==> src/rtl/mult_seq_if.sv <==
// mult_seq_if: handshake and data bundle for the mult_seq sequential multiplier.
//   a, b         operands, sampled on the start edge
//   signed_mode  1 = two's-complement operands, 0 = unsigned
//   doMult       start request, level-sampled on every rising edge
//   busy         high while an operation is in progress
//   mult_done    one-cycle pulse when the product is valid
//   out_lo       product bits [WIDTH-1:0]
//   out_hi       product bits [2*WIDTH-1:WIDTH]
// The master modport is the requester; the slave modport is the multiplier.
interface mult_seq_if #(
  parameter int unsigned WIDTH = 32
);
  logic [WIDTH-1:0] a;
  logic [WIDTH-1:0] b;
  logic             signed_mode;
  logic             doMult;
  logic             busy;
  logic             mult_done;
  logic [WIDTH-1:0] out_lo;
  logic [WIDTH-1:0] out_hi;

  modport master (
    output a, b, signed_mode, doMult,
    input  busy, mult_done, out_lo, out_hi
  );

  modport slave (
    input  a, b, signed_mode, doMult,
    output busy, mult_done, out_lo, out_hi
  );
endinterface

==> src/rtl/mult_seq.sv <==
// mult_seq: sequential shift-add multiplier, WIDTH x WIDTH -> 2*WIDTH bits.
// Signed operands are reduced to magnitudes at start and the product is
// negated on the final edge.
// Ports:
//   clk      rising-edge clock
//   reset_n  asynchronous active-low reset
//   bus      mult_seq_if.slave (operands, mode, start, busy, done, product)
// Optional build macro: MULT_EARLY_TERM_EN -- finish RUN as soon as the
// remaining multiplier bits are all zero (minimum one RUN edge).
module mult_seq #(
  parameter int unsigned WIDTH = 32
) (
  input logic        clk,
  input logic        reset_n,
  mult_seq_if.slave  bus
);
  localparam int unsigned CNT_W = $clog2(WIDTH + 1);
  localparam int unsigned PW    = 2 * WIDTH;

  typedef enum logic [1:0] {
    IDLE,
    RUN,
    DONE
  } state_e;

  state_e           state_q, state_d;
  logic [PW-1:0]    mag_a_q, mag_a_d;
  logic [WIDTH-1:0] mag_b_q, mag_b_d;
  logic             neg_q, neg_d;
  logic [PW-1:0]    acc_q, acc_d;
  logic [CNT_W-1:0] cnt_q, cnt_d;
  logic             busy_q, busy_d;
  logic             done_q, done_d;
  logic [PW-1:0]    out_q, out_d;

  logic [WIDTH-1:0] abs_a, abs_b;
  logic [PW-1:0]    acc_sum;
  logic             last;

  always_comb begin
    abs_a = (bus.signed_mode && bus.a[WIDTH-1]) ? -bus.a : bus.a;
    abs_b = (bus.signed_mode && bus.b[WIDTH-1]) ? -bus.b : bus.b;

    // mag_a is kept pre-shifted, so adding it is the same as adding
    // the original magnitude shifted by the iteration count.
    acc_sum = acc_q + (mag_b_q[0] ? mag_a_q : '0);

`ifdef MULT_EARLY_TERM_EN
    last = (cnt_q == CNT_W'(WIDTH - 1)) || ((mag_b_q >> 1) == '0);
`else
    last = (cnt_q == CNT_W'(WIDTH - 1));
`endif

    state_d = state_q;
    mag_a_d = mag_a_q;
    mag_b_d = mag_b_q;
    neg_d   = neg_q;
    acc_d   = acc_q;
    cnt_d   = cnt_q;
    busy_d  = busy_q;
    done_d  = 1'b0;
    out_d   = out_q;

    case (state_q)
      IDLE, DONE: begin
        if (bus.doMult) begin
          mag_a_d = PW'(abs_a);
          mag_b_d = abs_b;
          neg_d   = bus.signed_mode && (bus.a[WIDTH-1] ^ bus.b[WIDTH-1]);
          acc_d   = '0;
          cnt_d   = '0;
          busy_d  = 1'b1;
          state_d = RUN;
        end else begin
          state_d = IDLE;
        end
      end
      RUN: begin
        acc_d   = acc_sum;
        mag_a_d = mag_a_q << 1;
        mag_b_d = mag_b_q >> 1;
        cnt_d   = cnt_q + CNT_W'(1);
        if (last) begin
          out_d   = neg_q ? -acc_sum : acc_sum;
          busy_d  = 1'b0;
          done_d  = 1'b1;
          state_d = DONE;
        end
      end
      default: begin
        busy_d  = 1'b0;
        state_d = IDLE;
      end
    endcase
  end

  always_ff @(posedge clk or negedge reset_n) begin
    if (!reset_n) begin
      state_q <= IDLE;
      mag_a_q <= '0;
      mag_b_q <= '0;
      neg_q   <= 1'b0;
      acc_q   <= '0;
      cnt_q   <= '0;
      busy_q  <= 1'b0;
      done_q  <= 1'b0;
      out_q   <= '0;
    end else begin
      state_q <= state_d;
      mag_a_q <= mag_a_d;
      mag_b_q <= mag_b_d;
      neg_q   <= neg_d;
      acc_q   <= acc_d;
      cnt_q   <= cnt_d;
      busy_q  <= busy_d;
      done_q  <= done_d;
      out_q   <= out_d;
    end
  end

  assign bus.busy      = busy_q;
  assign bus.mult_done = done_q;
  assign bus.out_lo    = out_q[WIDTH-1:0];
  assign bus.out_hi    = out_q[PW-1:WIDTH];
endmodule

==> src/flat_wrapper.sv <==
// flat-port wrapper written by rule: the top's interface ports become plain ports
module mult_seq_flat 
#(
  parameter int unsigned WIDTH = 32
)
  (clk, reset_n, bus_a, bus_b, bus_signed_mode, bus_doMult, bus_busy, bus_mult_done, bus_out_lo, bus_out_hi);
  mult_seq_if #(.WIDTH(WIDTH)) bus_i ();
  input logic clk;
  input logic reset_n;
  input wire logic [$bits(bus_i.a)-1:0] bus_a;
  input wire logic [$bits(bus_i.b)-1:0] bus_b;
  input wire logic [$bits(bus_i.signed_mode)-1:0] bus_signed_mode;
  input wire logic [$bits(bus_i.doMult)-1:0] bus_doMult;
  output wire logic [$bits(bus_i.busy)-1:0] bus_busy;
  output wire logic [$bits(bus_i.mult_done)-1:0] bus_mult_done;
  output wire logic [$bits(bus_i.out_lo)-1:0] bus_out_lo;
  output wire logic [$bits(bus_i.out_hi)-1:0] bus_out_hi;
  assign bus_i.a = bus_a;
  assign bus_i.b = bus_b;
  assign bus_i.signed_mode = bus_signed_mode;
  assign bus_i.doMult = bus_doMult;
  assign bus_busy = bus_i.busy;
  assign bus_mult_done = bus_i.mult_done;
  assign bus_out_lo = bus_i.out_lo;
  assign bus_out_hi = bus_i.out_hi;
  mult_seq #(.WIDTH(WIDTH)) u_core (.clk(clk), .reset_n(reset_n), .bus(bus_i));
endmodule
==> config.mk <==
export PLATFORM = sky130hd
export DESIGN_NAME = mult_seq_flat
export DESIGN_NICKNAME = d
export VERILOG_FILES = /design/src/rtl/mult_seq_if.sv /design/src/rtl/mult_seq.sv /design/src/flat_wrapper.sv
export SDC_FILE = /design/constraint.sdc
export NUM_CORES = 1
export LEC_CHECK = 0
export ABC_AREA = 1
export ABC_CLOCK_PERIOD_IN_PS = 3000
export CAP_MARGIN = 20
export CORE_ASPECT_RATIO = 0.7
export CORE_MARGIN = 3
export CORE_UTILIZATION = 55
export DETAILED_ROUTE_END_ITERATION = 10
export HOLD_SLACK_MARGIN = 0.02
export PLACE_DENSITY_LB_ADDON = 0.05
export SLEW_MARGIN = 10
export SYNTH_ARGS = -nofsm -noshare
export SYNTH_HDL_FRONTEND = slang
export SYNTH_SLANG_ARGS = --single-unit
export TNS_END_PERCENT = 5
==> constraint.sdc <==
create_clock -name clk -period 3 [get_ports clk]
set_input_delay 0.6 -clock clk [delete_from_list [all_inputs] [get_ports clk]]
set_output_delay 0.6 -clock clk [all_outputs]
set_load 0.01 [all_outputs]
After elaboration in Yosys (flattened, before gate mapping). Index checks and enable logic that the tools add are counted.

Add/sub/neg operators: 5. Equal/unequal tests: 5. Mux-type cells: 20. Bitwise gates (word level): 1. Reduce and logical (&&, ||, !) cells: 10.

Operators by type and width (count): 64-bit 2-to-1 mux (4); 64-bit case mux with 2 select lines (2); 32-bit 2-to-1 mux (3); 64-bit adder (1); 32-bit negation (2); 64-bit negation (1); 32-bit case mux with 2 select lines (1); 6-bit case mux with 2 select lines (1); 2-bit AND reduction (4); 6-bit by 1-bit adder with 6-bit output, second input constant (1); 6-bit by 5-bit == test with 1-bit output, second input constant (1); 6-bit 2-to-1 mux (1); 1-bit 2-to-1 mux (5); 2-bit case mux with 2 select lines (1); 1-bit logical AND (3); 2-bit by 1-bit == test with 1-bit output, second input constant (1); 2-bit == test, second input constant (1); 2-bit logical NOT (1); 2-bit 2-to-1 mux (1); 2-bit by 1-bit inequality test with 1-bit output, second input constant (1); 2-bit inequality test, second input constant (1); 1-bit case mux with 2 select lines (1); 2-bit nonzero test (1); 2-bit OR reduction (1); 1-bit XOR (1).

Register bits after elaboration: 235. Input bits: 68. Output and inout port bits: 66. Word-level logic and storage cells: 50.

Longest topological paths before layout.
Word-level depth: 4. Depth in mapped cells: 28. Gate-level depth less buffers: 27.

Worst setup path before layout. OpenSTA, ideal clock, no wires.

Kind: register to register. Start point: register u_core.mag_b_q[0]. End point: register u_core.out_q[53]. Library setup time: 0.118 ns. Arrival: 2.935 ns. Required time: 2.882 ns. Path slack: -0.053 ns. Cell stages (with the launch flop): 26. Buffers on the path: 2. Period minus slack after synthesis: 3.053 ns. Cells stage by stage: dfrtp_1 clkbuf_1 clkbuf_1 nand2_1 inv_1 ha_1 nand2_2 inv_2 nand2_1 nand2_1 nand2_1 nand2_1 a21oi_2 nand2_1 nand2_1 nand2_1 nor2_1 nand2_1 nor2_2 nand3_2 nor2_4 nand2_1 nand2_1 nand2_1 nand3_1 nand2_1.

Longest elaborated chain between the ends: 4.

Ends and longest elaborated chain: start: declaration (line mult_seq.sv:28) `logic [WIDTH-1:0] mag_b_q, mag_b_d;`; start signal: assignment (line mult_seq.sv:111) `mag_b_q <= mag_b_d;`; 64-bit 2-to-1 mux (*) (line mult_seq.sv:46) `acc_sum = acc_q + (mag_b_q[0] ? mag_a_q : '0);`; 64-bit adder (*) (line mult_seq.sv:46); 64-bit negation (line mult_seq.sv:84) `out_d = neg_q ? -acc_sum : acc_sum;`; 64-bit 2-to-1 mux (*) (line mult_seq.sv:84); end signal: assignment (line mult_seq.sv:117) `out_q <= out_d;`; end: declaration (line mult_seq.sv:34) `logic [PW-1:0] out_q, out_d;`.

Mark *: on every way between the ends. The rest lies on a longest branch, timed or not. A chain may end at the register's enable or synchronous reset.

Final worst setup path.
Start point: register u_core.mag_b_q[0]. End point: register u_core.out_q[40].

The elaborated chain is that of the path after synthesis.

==> impl_metrics.yaml <==
layout:
  synthToLayoutAreaGrowth_pct: 39.6
  drive_gt1_frac: 0.247
  fin_util: 0.784
  fill_cells: 2530
  fin_nets: 3949
  multi_input_area_mm2: 0.0127
  fin_cells: 4304
  final-seq-area_mm2: 0.00588
cts:
  cts_buffers: 25
  h-tree-depth: 1
  tritoncts: "done"
  clock-sinks: 235
  clock_latency_ns: 0.58
  clkSlewWorstSetupHoldPaths_ns: 0.07
  cts.root.buffer_cell: "clkbuf_16"
  clockBufferDepth: 3
worst_setup_path:
  crit_arrival_ns: 4.18
  reg2reg_depth: 27
  criticalPathCategory: "flop to flop"
  cpPeakStageDelay_ns: 0.49
  cp_common_cell: "nand2_1"
  critPathSlowestCell: "dfrtp_2"
  cp-start-kind: "flop"
  critPathCaptureType: "flop"
  cp_max_fo: 15
  cp.required_ns: 3.45
logic_synthesis:
  synth-edff-count: 0
  yosys.area.top_type: "dfrtp_1"
  synth_common_cells: "nand2_1 (1274), inv_1 (542), nor2_1 (239)"
  synth.avg_cell_area_um2: 6.07
  ys_ff_latch: 235
  synthesis.nets: 3367
  ys_warn_count: 0
  netlist_instances: 3231
  netlist_area_mm2: 0.0196
  netlist.area_leader.share: 0.300
  synth.distinct_cells: 41
  yosysSeqAreaShare: 0.300
  synth_ff_type: "dfrtp_1"
  async_flop_share: 1.00
  synth_area_leaders: "dfrtp_1 (30%), nand2_1 (24%), inv_1 (10%)"
  yosysMostFrequentCell: "nand2_1"
route:
  drt_iter0_markers: 3637
  wl_per_cell_um: 19.6
  drc: 0
  drtPass1Iterations: 6
  ant_nets: 0
  num_vias: 24494
  vias_per_cell: 5.69
  wirelength_um: 84400
sta:
  slew_headroom: 0.358
  setup_violations: 59
  tightest_slew_ns: 0.962
  slew_violations: 0
  final.period_utilization: 1.24
  clock.fmax_mhz: 268
  min_period_ns: 3.73
  hold_viol: 0
  finalClockSkew_ns: 0.0352
  rsz0062_at_grt: "yes"
  fin_ws_ns: -0.731
power_and_ir_drop:
  p_leak_nw: 14.9
  p_per_area_mw_per_mm2: 1150
  peakVddDrop_uv: 1300
place:
  io_buffers: 133
  gp_congestion: 1.05
  dp.cells: 4232
  hpwl_um: 62000
global_route:
  antenna_found_initial: 1
  grt_usage: 0.422
  grt_pass1_wl_um: 125000
  grt_max_degree: 101
  grt.overflow.total: 0
  grt_pass1_vias: 22634
status:
  violations: "negative setup slack"
  status: "finished, violations left"
flow_run:
  drv_cap: 0
floorplanning:
  die_w_um: 232
  dieArea_mm2: 0.0380
  start_util: 0.561
  core_area_mm2: 0.0349
  io_pins: 134
  die_y_um: 164
  rows: 57
min_path:
  hold_depth: 2
  min_path_type: "flop to flop"
logic make-up after synthesis:
family / Yosys count / share of synthesized area
buf+inv: 642 / 0.123
flops: 235 / 0.300
fa+ha+maj: 68 / 0.0438
simple gates: 1897 / 0.404
xor+xnor: 80 / 0.0357
compound gates: 309 / 0.0936
per-stage QoR:
stage          TNS, ns  instance area (µm²)  hold slack, ns  setup slack (ns)  total power [mW]
5_1_grt         -40.10                27400           0.500            -0.993              33.0
6_report        -28.64                27400           0.482            -0.731              31.4
3_3_place_gp    -27.15                24900           0.433            -0.736              23.6
4_1_cts         -21.12                26300           0.475            -0.516              28.7
2_1_floorplan        0                19600           0.304            0.0572              15.2
3_5_place_dp    -36.28                24900           0.448            -0.814              24.3
placed cells by master (no fill, tap or decap), types with 10 or more instances in the layout:
cell,synthesis,layout
o21ai_1,10,16
buf_4,0,485
o22ai_1,34,34
nand3_4,0,10
inv_1,542,533
ha_1,67,44
nand3_2,16,25
clkbuf_16,0,25
o211ai_1,24,24
a21oi_2,3,18
o21ai_0,124,114
o221ai_1,29,29
inv_2,21,28
a21oi_1,62,43
xnor2_1,28,25
nand2_4,0,20
clkdlybuf4s50_1,0,132
ha_4,0,15
nand4_1,38,38
nand2_1,1274,1159
nand2_2,49,144
nor2_1,239,174
nand3_1,188,169
xor2_1,52,50
dfrtp_1,235,233
nor2_2,31,64
nor3_1,29,21
nor2_4,8,40
where the power goes:
group          internal (mW)  switching, mW  total, mW
registers               4.59           1.11       5.70
logic                   8.81           13.3       22.1
clock network           2.19           1.44       3.63
total                   15.6           15.8       31.4
per-layer routing:
metal  vias to the layer above  wire length [µm]  track usage
li1                      11202                 -            -
met1                     11341             34500        0.617
met2                      1684             33900        0.598
met3                       267             13400        0.142
met4                         0              2530       0.0979
met5                         -                 0            0
critical path: cells and delay by family (launching register included):
family          cells  cell delay, ns
compound gates      1            0.07
simple gates       18            2.03
fa+ha+maj           1            0.29
flops               1            0.49
buf+inv             7            0.76
registers in the layout (all words and copies together) (netlist names):
| signal | cells |
|---|---|
| u_core.bus.busy | 1 |
| u_core.neg_q | 1 |
| u_core.state_q | 2 |
| u_core.out_q | 64 |
| u_core.mag_a_q | 64 |
| u_core.acc_q | 64 |
| u_core.mag_b_q | 32 |
| u_core.bus.mult_done | 1 |
| u_core.cnt_q | 6 |
path summary, 6_finish.rpt:
check | start | endpoint | slack [ns]
max | u_core.mag_b_q[0] | u_core.out_q[40] | -0.73
min | u_core.out_q[57] | u_core.out_q[57] | 0.48
max reg2reg | u_core.mag_b_q[0] | u_core.out_q[40] | -0.73
min reg2reg | u_core.out_q[57] | u_core.out_q[57] | 0.48
max in group asynchronous | reset_n | u_core.mag_a_q[50] | 1.61
min in group asynchronous | reset_n | u_core.out_q[9] | 0.59
final cells by class:
cell class | instances | area share
Clock buffer | 35 | 0.0264
Tap cell | 472 | 0.0216
Inverter | 567 | 0.0778
Antenna cell | 1 | 0.0000913
Timing Repair Buffer | 630 | 0.190
Clock inverter | 10 | 0.00754
Sequential cell | 235 | 0.215
Multi-Input combinational cell | 2354 | 0.462
repair_timing:
| item | 4_1_cts | 5_1_grt |
|---|---|---|
| buffers inserted | 8 | 17 |
| pin swaps | 23 | 55 |
| resized for setup | 99 | 256 |
| hold endpoints to repair | 26 | 0 |
| hold buffers | 1 | 0 |
| setup endpoints to repair | 73 | 91 |
No activity file was read; power rests on OpenSTA's default activity.
